**config.mk**
```make
export PLATFORM = sky130hd
export DESIGN_NAME = boot_loader_ctrl
export DESIGN_NICKNAME = d
export VERILOG_FILES = /design/src/rtl/boot_loader_ctrl.sv
export SDC_FILE = /design/constraint.sdc
export NUM_CORES = 1
export LEC_CHECK = 0
export ABC_AREA = 1
export ABC_CLOCK_PERIOD_IN_PS = 2300
export CORE_MARGIN = 5
export CORE_UTILIZATION = 29
export DETAILED_ROUTE_END_ITERATION = 16
export MAX_ROUTING_LAYER = met4
export PLACE_DENSITY_LB_ADDON = 0.12
export SYNTH_ARGS = -nofsm -noshare
export SYNTH_HDL_FRONTEND = slang
export SYNTH_SLANG_ARGS = --single-unit
```
**constraint.sdc**
```tcl
create_clock -name clk -period 2.3 [get_ports clk]
set_input_delay 0.69 -clock clk [delete_from_list [all_inputs] [get_ports clk]]
set_output_delay 0.69 -clock clk [all_outputs]
set_load 0.02 [all_outputs]
```
**src/rtl/boot_loader_ctrl.sv**
```systemverilog
// Serial boot loader: parses a word-count header plus little-endian 32-bit words,
// writes them to instruction memory, then releases the core from reset.
module boot_loader_ctrl #(
  parameter int DEPTH = 64,
  parameter int AW    = 6
) (
  input  logic          clk,
  input  logic          rst,
  input  logic [7:0]    in_data,
  input  logic          in_valid,
  output logic          in_ready,
  input  logic          boot_req,
  output logic          imem_we,
  output logic [AW-1:0] imem_waddr,
  output logic [31:0]   imem_wdata,
  output logic          core_rst_n,
  output logic          done,
  output logic          err,
  output logic [15:0]   loaded_words
);

  typedef enum logic [2:0] {
    S_CNT_LO,
    S_CNT_HI,
    S_CHECK,
    S_DATA,
    S_RELEASE,
    S_RUN,
    S_ERR
  } state_t;

  state_t        state_q, state_d;
  logic [15:0]   cnt_q, cnt_d;
  logic [15:0]   widx_q, widx_d;
  logic [1:0]    bidx_q, bidx_d;
  logic [31:0]   asm_q, asm_d;
  logic [1:0]    rel_q, rel_d;
  logic          we_q, we_d;
  logic [AW-1:0] waddr_q, waddr_d;
  logic [31:0]   wdata_q, wdata_d;
  logic [15:0]   loaded_q, loaded_d;
  logic          core_rst_n_q, core_rst_n_d;
  logic          done_q, done_d;
  logic          err_q, err_d;
  logic          xfer;

  assign in_ready = (state_q == S_CNT_LO) || (state_q == S_CNT_HI) ||
                    (state_q == S_DATA);
  assign xfer     = in_valid && in_ready;

  always_comb begin
    state_d  = state_q;
    cnt_d    = cnt_q;
    widx_d   = widx_q;
    bidx_d   = bidx_q;
    asm_d    = asm_q;
    rel_d    = rel_q;
    we_d     = 1'b0;
    waddr_d  = waddr_q;
    wdata_d  = wdata_q;
    loaded_d = loaded_q;
    case (state_q)
      S_CNT_LO: begin
        if (xfer) begin
          cnt_d[7:0] = in_data;
          state_d    = S_CNT_HI;
        end
      end
      S_CNT_HI: begin
        if (xfer) begin
          cnt_d[15:8] = in_data;
          state_d     = S_CHECK;
        end
      end
      S_CHECK: begin
        if (cnt_q == 16'd0 || cnt_q > 16'(DEPTH)) begin
          state_d = S_ERR;
        end else begin
          state_d = S_DATA;
          widx_d  = 16'd0;
          bidx_d  = 2'd0;
        end
      end
      S_DATA: begin
        if (xfer) begin
          asm_d[{bidx_q, 3'b000} +: 8] = in_data;
          bidx_d = bidx_q + 2'd1;
          // Output write registers are loaded straight from the incoming byte,
          // so the assembly register is free for the next word immediately.
          if (bidx_q == 2'd3) begin
            we_d     = 1'b1;
            waddr_d  = widx_q[AW-1:0];
            wdata_d  = {in_data, asm_q[23:0]};
            widx_d   = widx_q + 16'd1;
            loaded_d = loaded_q + 16'd1;
            if (widx_q == cnt_q - 16'd1) begin
              state_d = S_RELEASE;
              rel_d   = 2'd0;
            end
          end
        end
      end
      S_RELEASE: begin
        rel_d = rel_q + 2'd1;
        if (rel_q == 2'd3) state_d = S_RUN;
      end
      S_RUN, S_ERR: begin
        if (boot_req) begin
          state_d  = S_CNT_LO;
          cnt_d    = 16'd0;
          widx_d   = 16'd0;
          bidx_d   = 2'd0;
          loaded_d = 16'd0;
        end
      end
      default: state_d = S_CNT_LO;
    endcase
  end

  // Core reset/done follow the registered RUN state, and drop the cycle after boot_req.
  always_comb begin
    core_rst_n_d = (state_q == S_RUN) && !boot_req;
    done_d       = (state_q == S_RUN) && !boot_req;
    err_d        = (state_d == S_ERR);
  end

  always_ff @(posedge clk) begin
    if (rst) begin
      state_q      <= S_CNT_LO;
      cnt_q        <= 16'd0;
      widx_q       <= 16'd0;
      bidx_q       <= 2'd0;
      asm_q        <= 32'd0;
      rel_q        <= 2'd0;
      we_q         <= 1'b0;
      waddr_q      <= '0;
      wdata_q      <= 32'd0;
      loaded_q     <= 16'd0;
      core_rst_n_q <= 1'b0;
      done_q       <= 1'b0;
      err_q        <= 1'b0;
    end else begin
      state_q      <= state_d;
      cnt_q        <= cnt_d;
      widx_q       <= widx_d;
      bidx_q       <= bidx_d;
      asm_q        <= asm_d;
      rel_q        <= rel_d;
      we_q         <= we_d;
      waddr_q      <= waddr_d;
      wdata_q      <= wdata_d;
      loaded_q     <= loaded_d;
      core_rst_n_q <= core_rst_n_d;
      done_q       <= done_d;
      err_q        <= err_d;
    end
  end

  assign imem_we      = we_q;
  assign imem_waddr   = waddr_q;
  assign imem_wdata   = wdata_q;
  assign core_rst_n   = core_rst_n_q;
  assign done         = done_q;
  assign err          = err_q;
  assign loaded_words = loaded_q;

endmodule

```
== Word level (Yosys, flattened, before mapping) ==
Cells that the tools add are included.

* Output and inout port bits: 59
* Bits in registers: 128
* Input bits: 12
* Word-level logic and storage cells: 94

* Bitwise gates (word level): 2
* Reduce and logical (&&, ||, !) cells: 23
* Equal/unequal tests: 17
* $lt $le $gt $ge: 1
* Shift operators: 2
* Add/subtract/negate cells: 6
* Mux-type cells: 30

{| class="wikitable"
|+ Operators with widths
! cell !! number
|-
| two-way mux 16 bit || 6
|-
| case mux 16 bit (3 select lines) || 1
|-
| adder 16 x 1 -> 16 bit, second input constant || 2
|-
| bitwise mux 32 bit || 1
|-
| case mux 16 bit (2 select lines) || 1
|-
| case mux 8 bit (2 select lines) || 2
|-
| variable shift 8 x 7 -> 32 bit, first input constant || 1
|-
| indexed part select 8 x 7 -> 32 bit || 1
|-
| two-way mux 3 bit || 8
|-
| case mux 3 bit (6 select lines) || 1
|-
| == test 16 bit || 1
|-
| > comparator 16 x 7 -> 1 bit, second input constant || 1
|-
| logical NOT 16 bit || 1
|-
| subtractor 16 x 1 -> 16 bit, second input constant || 1
|-
| == test 3 bit, second input constant || 4
|-
| two-way mux 2 bit || 6
|-
| AND reduction 4 bit || 3
|-
| != test 2 bit, second input constant || 5
|-
| AND reduction 3 bit || 3
|-
| two-way mux 8 bit || 1
|-
| nonzero test 2 bit || 4
|-
| negator 5 -> 7 bit || 1
|-
| == test 3 x 2 -> 1 bit, second input constant || 2
|-
| case mux 2 bit (3 select lines) || 1
|-
| other kinds (16) || 23
|}

== Logic depth before layout (Yosys ltp) ==
* Word-level depth: 7
* Depth in mapped cells: 16
* Gate-level depth less buffers: 16

== Worst setup path after synthesis ==
OpenSTA, ideal clock, no wires.

* Kind: in2reg
* Start point: input in_valid
* End point: register loaded_q[11] (netlist: loaded_words[11])
* Stages: 10
* Setup time: 113 ps
* Path slack: 299 ps
* Buffers on the path: 1
* Arrival time: 1,887 ps
* Data required time: 2,187 ps
* Path through: inv_1 -> o21ai_2 -> nand3_1 -> buf_2 -> nor4_2 -> nand2_1 -> nor3b_2 -> nand2_1 -> nand2_1 -> nor2_1

* Word-level cells in the longest chain between the ends: 3

{| class="wikitable"
|+ RTL lines
! element !! line !! RTL
|-
| start, declared || 10 || <nowiki>input logic in_valid,</nowiki>
|-
| logical AND 1 bit || 49 || <nowiki>assign xfer = in_valid && in_ready;</nowiki>
|-
| != test 2 bit (no line) || n/a ||
|-
| AND reduction 4 bit (no line) || n/a ||
|-
| end signal, assigned || 152 || <nowiki>loaded_q <= loaded_d;</nowiki>
|-
| end, declared || 41 || <nowiki>logic [15:0] loaded_q, loaded_d;</nowiki>
|}

Every way passes these cells.
A chain may end at the register's enable or synchronous reset.

== Final worst setup path ==
* Start point: register loaded_q[10] (netlist: loaded_words[10])
* End point: output loaded_words[10]

{| class="wikitable"
|+ RTL lines
! element !! line !! RTL
|-
| end, declared || 19 || <nowiki>output logic [15:0] loaded_words</nowiki>
|}

No word-level cell between the ends.

==> impl_metrics.prom <==
# TYPE chip_impl_metric gauge
chip_impl_info{name="status",value="complete, no violations"} 1
chip_impl_metric{name="stdcell_area",unit="sq um"} 7920
chip_impl_metric{name="clock.fmax",unit="MHz"} 459
chip_impl_metric{name="count_of_endpoints_failing_setup_in_the_final_report",unit=""} 0
chip_impl_metric{name="die_height",unit="um"} 152
chip_impl_metric{name="port_buffers",unit=""} 70
chip_impl_metric{name="drv_slew",unit=""} 0
chip_impl_info{name="timing.critical_path.max_delay_family",value="buffers and inverters"} 1
chip_impl_metric{name="reg2reg_slack",unit="ns"} 0.20
chip_impl_metric{name="num-fill-cells",unit=""} 2110
chip_impl_metric{name="multi_input_comb_area",unit="sq um"} 3060
chip_impl_info{name="worstSetupStartpointType",value="flip-flop"} 1
chip_impl_metric{name="pwr_density_cell",unit="nW/um^2"} 858
chip_impl_metric{name="die_w",unit="um"} 152
chip_impl_metric{name="reg2regPathDepth",unit=""} 15
chip_impl_metric{name="hold_buffers",unit=""} 0
chip_impl_metric{name="number_of_global_route_vias_before_repair",unit=""} 5665
chip_impl_info{name="synthMostInstantiatedCell",value="nand2_1"} 1
chip_impl_info{name="post_synth_most_frequent_cells",value="nand2_1, nor2_1, dfxtp_1"} 1
chip_impl_metric{name="synthesis.area",unit="sq um"} 5810
chip_impl_metric{name="sequential_cell_area",unit="sq um"} 2400
chip_impl_metric{name="vias",unit=""} 5779
chip_impl_metric{name="grt_max_degree",unit=""} 63
chip_impl_metric{name="cts_num_sinks",unit=""} 120
chip_impl_metric{name="globalplace.congestion",unit=""} 0.861
chip_impl_metric{name="h_tree_levels",unit=""} 4
chip_impl_metric{name="drv_cap",unit=""} 0
chip_impl_metric{name="final.setup_skew",unit="ns"} 0.0104
chip_impl_metric{name="cp_slowest_stage_delay",unit="ns"} 0.65
chip_impl_metric{name="clk_latency",unit="ns"} 0.42
chip_impl_metric{name="postSynthCellCount",unit=""} 841
chip_impl_metric{name="dp_cells",unit=""} 1207
chip_impl_info{name="hold_end",value="asm_q[4]"} 1
chip_impl_metric{name="grt_util_all_layers",unit=""} 0.168
chip_impl_metric{name="average_via_count_per_standard_cell",unit=""} 4.66
chip_impl_metric{name="detailed_place_hpwl",unit="um"} 13100
chip_impl_metric{name="ir_worst_vdd",unit="V"} 0.000584
chip_impl_info{name="tritoncts",value="done"} 1
chip_impl_metric{name="min_path_cells",unit=""} 2
chip_impl_metric{name="leakage",unit="uW"} 0.00317
chip_impl_info{name="crit_path_kind",value="flip-flop to primary output"} 1
chip_impl_metric{name="placeable_core_region",unit="sq um"} 19600
chip_impl_metric{name="drt_first_pass_iters",unit=""} 5
chip_impl_metric{name="drt-wirelength-per-cell",unit="um"} 14.3
chip_impl_metric{name="rows",unit=""} 51
chip_impl_info{name="hold_path_class",value="flip-flop to flip-flop"} 1
chip_impl_metric{name="hold_viol",unit=""} 0
chip_impl_metric{name="finalWirelength",unit="um"} 17700
chip_impl_metric{name="crit_fanout",unit=""} 6
chip_impl_metric{name="yosysUniqueCellTypes",unit=""} 40
chip_impl_metric{name="synthesis.nets",unit=""} 862
chip_impl_metric{name="clkTransAtPathRegs",unit="ns"} 0.06
chip_impl_metric{name="overflow",unit=""} 0
chip_impl_metric{name="netlist.area_leader.share",unit=""} 0.414
chip_impl_info{name="crit-reg2reg-launch",value="cnt_q[0]"} 1
chip_impl_info{name="critical-path-slowest-cell",value="clkdlybuf4s50_1"} 1
chip_impl_metric{name="postSynthAreaPerCell",unit="sq um"} 6.90
chip_impl_metric{name="dr.first_iter.drc_count",unit=""} 385
chip_impl_metric{name="postSynth.asyncResetShare",unit=""} 0
chip_impl_info{name="root_buffer",value="clkbuf_16"} 1
chip_impl_metric{name="layout.cells.non_filler",unit=""} 1241
chip_impl_metric{name="cts_buffers",unit=""} 17
chip_impl_info{name="synth_top_flop_cell",value="dfxtp_1"} 1
chip_impl_info{name="cp_cell_sequence",value="clkdlybuf4s50_1"} 1
chip_impl_metric{name="synthToLayoutAreaGrowth",unit="%"} 36.4
chip_impl_metric{name="post_route_cells_drive_above_1_share",unit=""} 0.127
chip_impl_metric{name="final_net_count",unit=""} 984
chip_impl_metric{name="tightestPinTransition",unit="ns"} 0.443
chip_impl_metric{name="antenna_found_initial",unit=""} 0
chip_impl_info{name="synth_area_leaders",value="dfxtp_1, nand2_1, nor2_1"} 1
chip_impl_metric{name="yosys_register_bits",unit=""} 120
chip_impl_metric{name="yosysSeqAreaShare",unit=""} 0.414
chip_impl_metric{name="grt_first_pass_wirelength",unit="um"} 29500
chip_impl_metric{name="timing.final.crit_period",unit="ns"} 2.18
chip_impl_metric{name="synthesis.yosys.warnings",unit=""} 0
chip_impl_metric{name="timing.final.crit_share",unit=""} 0.947
chip_impl_metric{name="critPathRequiredTime",unit="ns"} 1.61
chip_impl_metric{name="cts_max_path_buffers",unit=""} 2
chip_impl_metric{name="worst_slew_margin_rel",unit=""} 0.704
chip_impl_metric{name="antenna-diode-count",unit=""} 0
chip_impl_metric{name="arrival",unit="ns"} 1.49
chip_impl_metric{name="placed_area",unit="sq um"} 7220
chip_impl_metric{name="worstPathBufferInverterCount",unit=""} 1
chip_impl_info{name="rsz0062_at_grt",value="false"} 1
chip_impl_metric{name="post-route-drc-count",unit=""} 0
chip_impl_info{name="hold_path.startpoint",value="asm_q[4]"} 1
chip_impl_metric{name="top_level_ports",unit=""} 71
chip_impl_metric{name="die_ar",unit="sq um"} 23000
chip_impl_metric{name="synth_edf_count",unit=""} 0
chip_impl_metric{name="initial_core_util",unit=""} 0.296
chip_impl_metric{name="drtAntennaViolNets",unit=""} 0
chip_impl_info{name="crit_path_end_kind",value="primary output"} 1
chip_impl_info{name="synth.largest_area_cell",value="dfxtp_1"} 1
chip_impl_info{name="r2r_end",value="widx_q[5]"} 1
state kept, by name, summed over array words and instances, names as in the netlist:
register and flops:
imem_wdata 32, asm_q 24, cnt_q 16, loaded_words 16, widx_q 16, imem_waddr 6, state_q 3, bidx_q 2
rel_q 2, done 1, err 1, imem_we 1
per-stage QoR:
step | total power [uW] | setup WS, ns | util | setup TNS [ns] | hold WS [ns]
6_report | 6790 | 0.123 | 0.404 | 0 | 0.463
5_1_grt | 7210 | 0.00109 | 0.404 | 0 | 0.482
4_1_cts | 6770 | 0.0389 | 0.400 | 0 | 0.464
3_5_place_dp | 3950 | -0.282 | 0.368 | -6.01 | 0.455
3_3_place_gp | 3970 | -0.272 | 0.368 | -4.90 | 0.453
2_1_floorplan | 3350 | 0.299 | - | 0 | 0.442
logic make-up after synthesis:
family,count (synthesis),share of synthesized area
flip-flops,120,0.414
adder cells (fa/ha/maj),9,0.0194
AND/OR/NAND/NOR,398,0.293
AO/OA/AOI/OAI,183,0.168
XOR/XNOR,23,0.0347
buffers and inverters,108,0.0709
report_power, final:
group	internal, uW	switching, uW	leakage (uW)	total, uW
Sequential	2170	102	0.000970	2270
Clock	1790	1000	0.000293	2800
Combinational	672	1050	0.00191	1720
Total	4630	2160	0.00317	6790
cell usage in the layout (no fill, tap or decap), drive strengths merged, types with 3 or more instances in the layout:
cell type and n:
nor3 23, a21oi 80, ha 9, a211oi 8, xor2 15, nand4 19, clkinv 5, nand2 149
buf 60, bufinv 3, clkbuf 22, inv 80, clkdlybuf4s50 68, nor2 147, nand3 48, o21ai 85
nor4 5, dfxtp 120, clkinvlp 3, xnor2 8
final cells by class:
type                       instances  area share
sequential                       120       0.303
timing repair buffer             130       0.152
multi-input combinational        613       0.386
tap                              265      0.0419
clock buffer                      22      0.0599
clock inverter                    10      0.0182
inverter                          81      0.0384
metal layers:
metal  global-route usage  wire length, um
met1                0.226             8890
met2                0.254             8110
met3               0.0393              519
met4               0.0440              190
met5                    -                0
timing repair:
item,4_1_cts,5_1_grt
gates resized for setup,1,22
pin swaps,0,6
buffers inserted,0,2
setup endpoints to repair,1,18
worst max-delay path by stage:
stage / start / endpoint / slack [ns] / cells past startpoint
2_1_floorplan: in_valid / loaded_words[11] / 0.30 / 10
3_3_place_gp: boot_req / widx_q[5] / -0.27 / 12
3_5_place_dp: boot_req / widx_q[5] / -0.28 / 12
4_1_cts: cnt_q[0] / widx_q[5] / 0.04 / 16
5_1_grt: cnt_q[8] / widx_q[5] / 0.001 / 12
6_report: loaded_words[10] / loaded_words[10] / 0.12 / 1
Note: power is estimated with default switching activity, not from simulation.
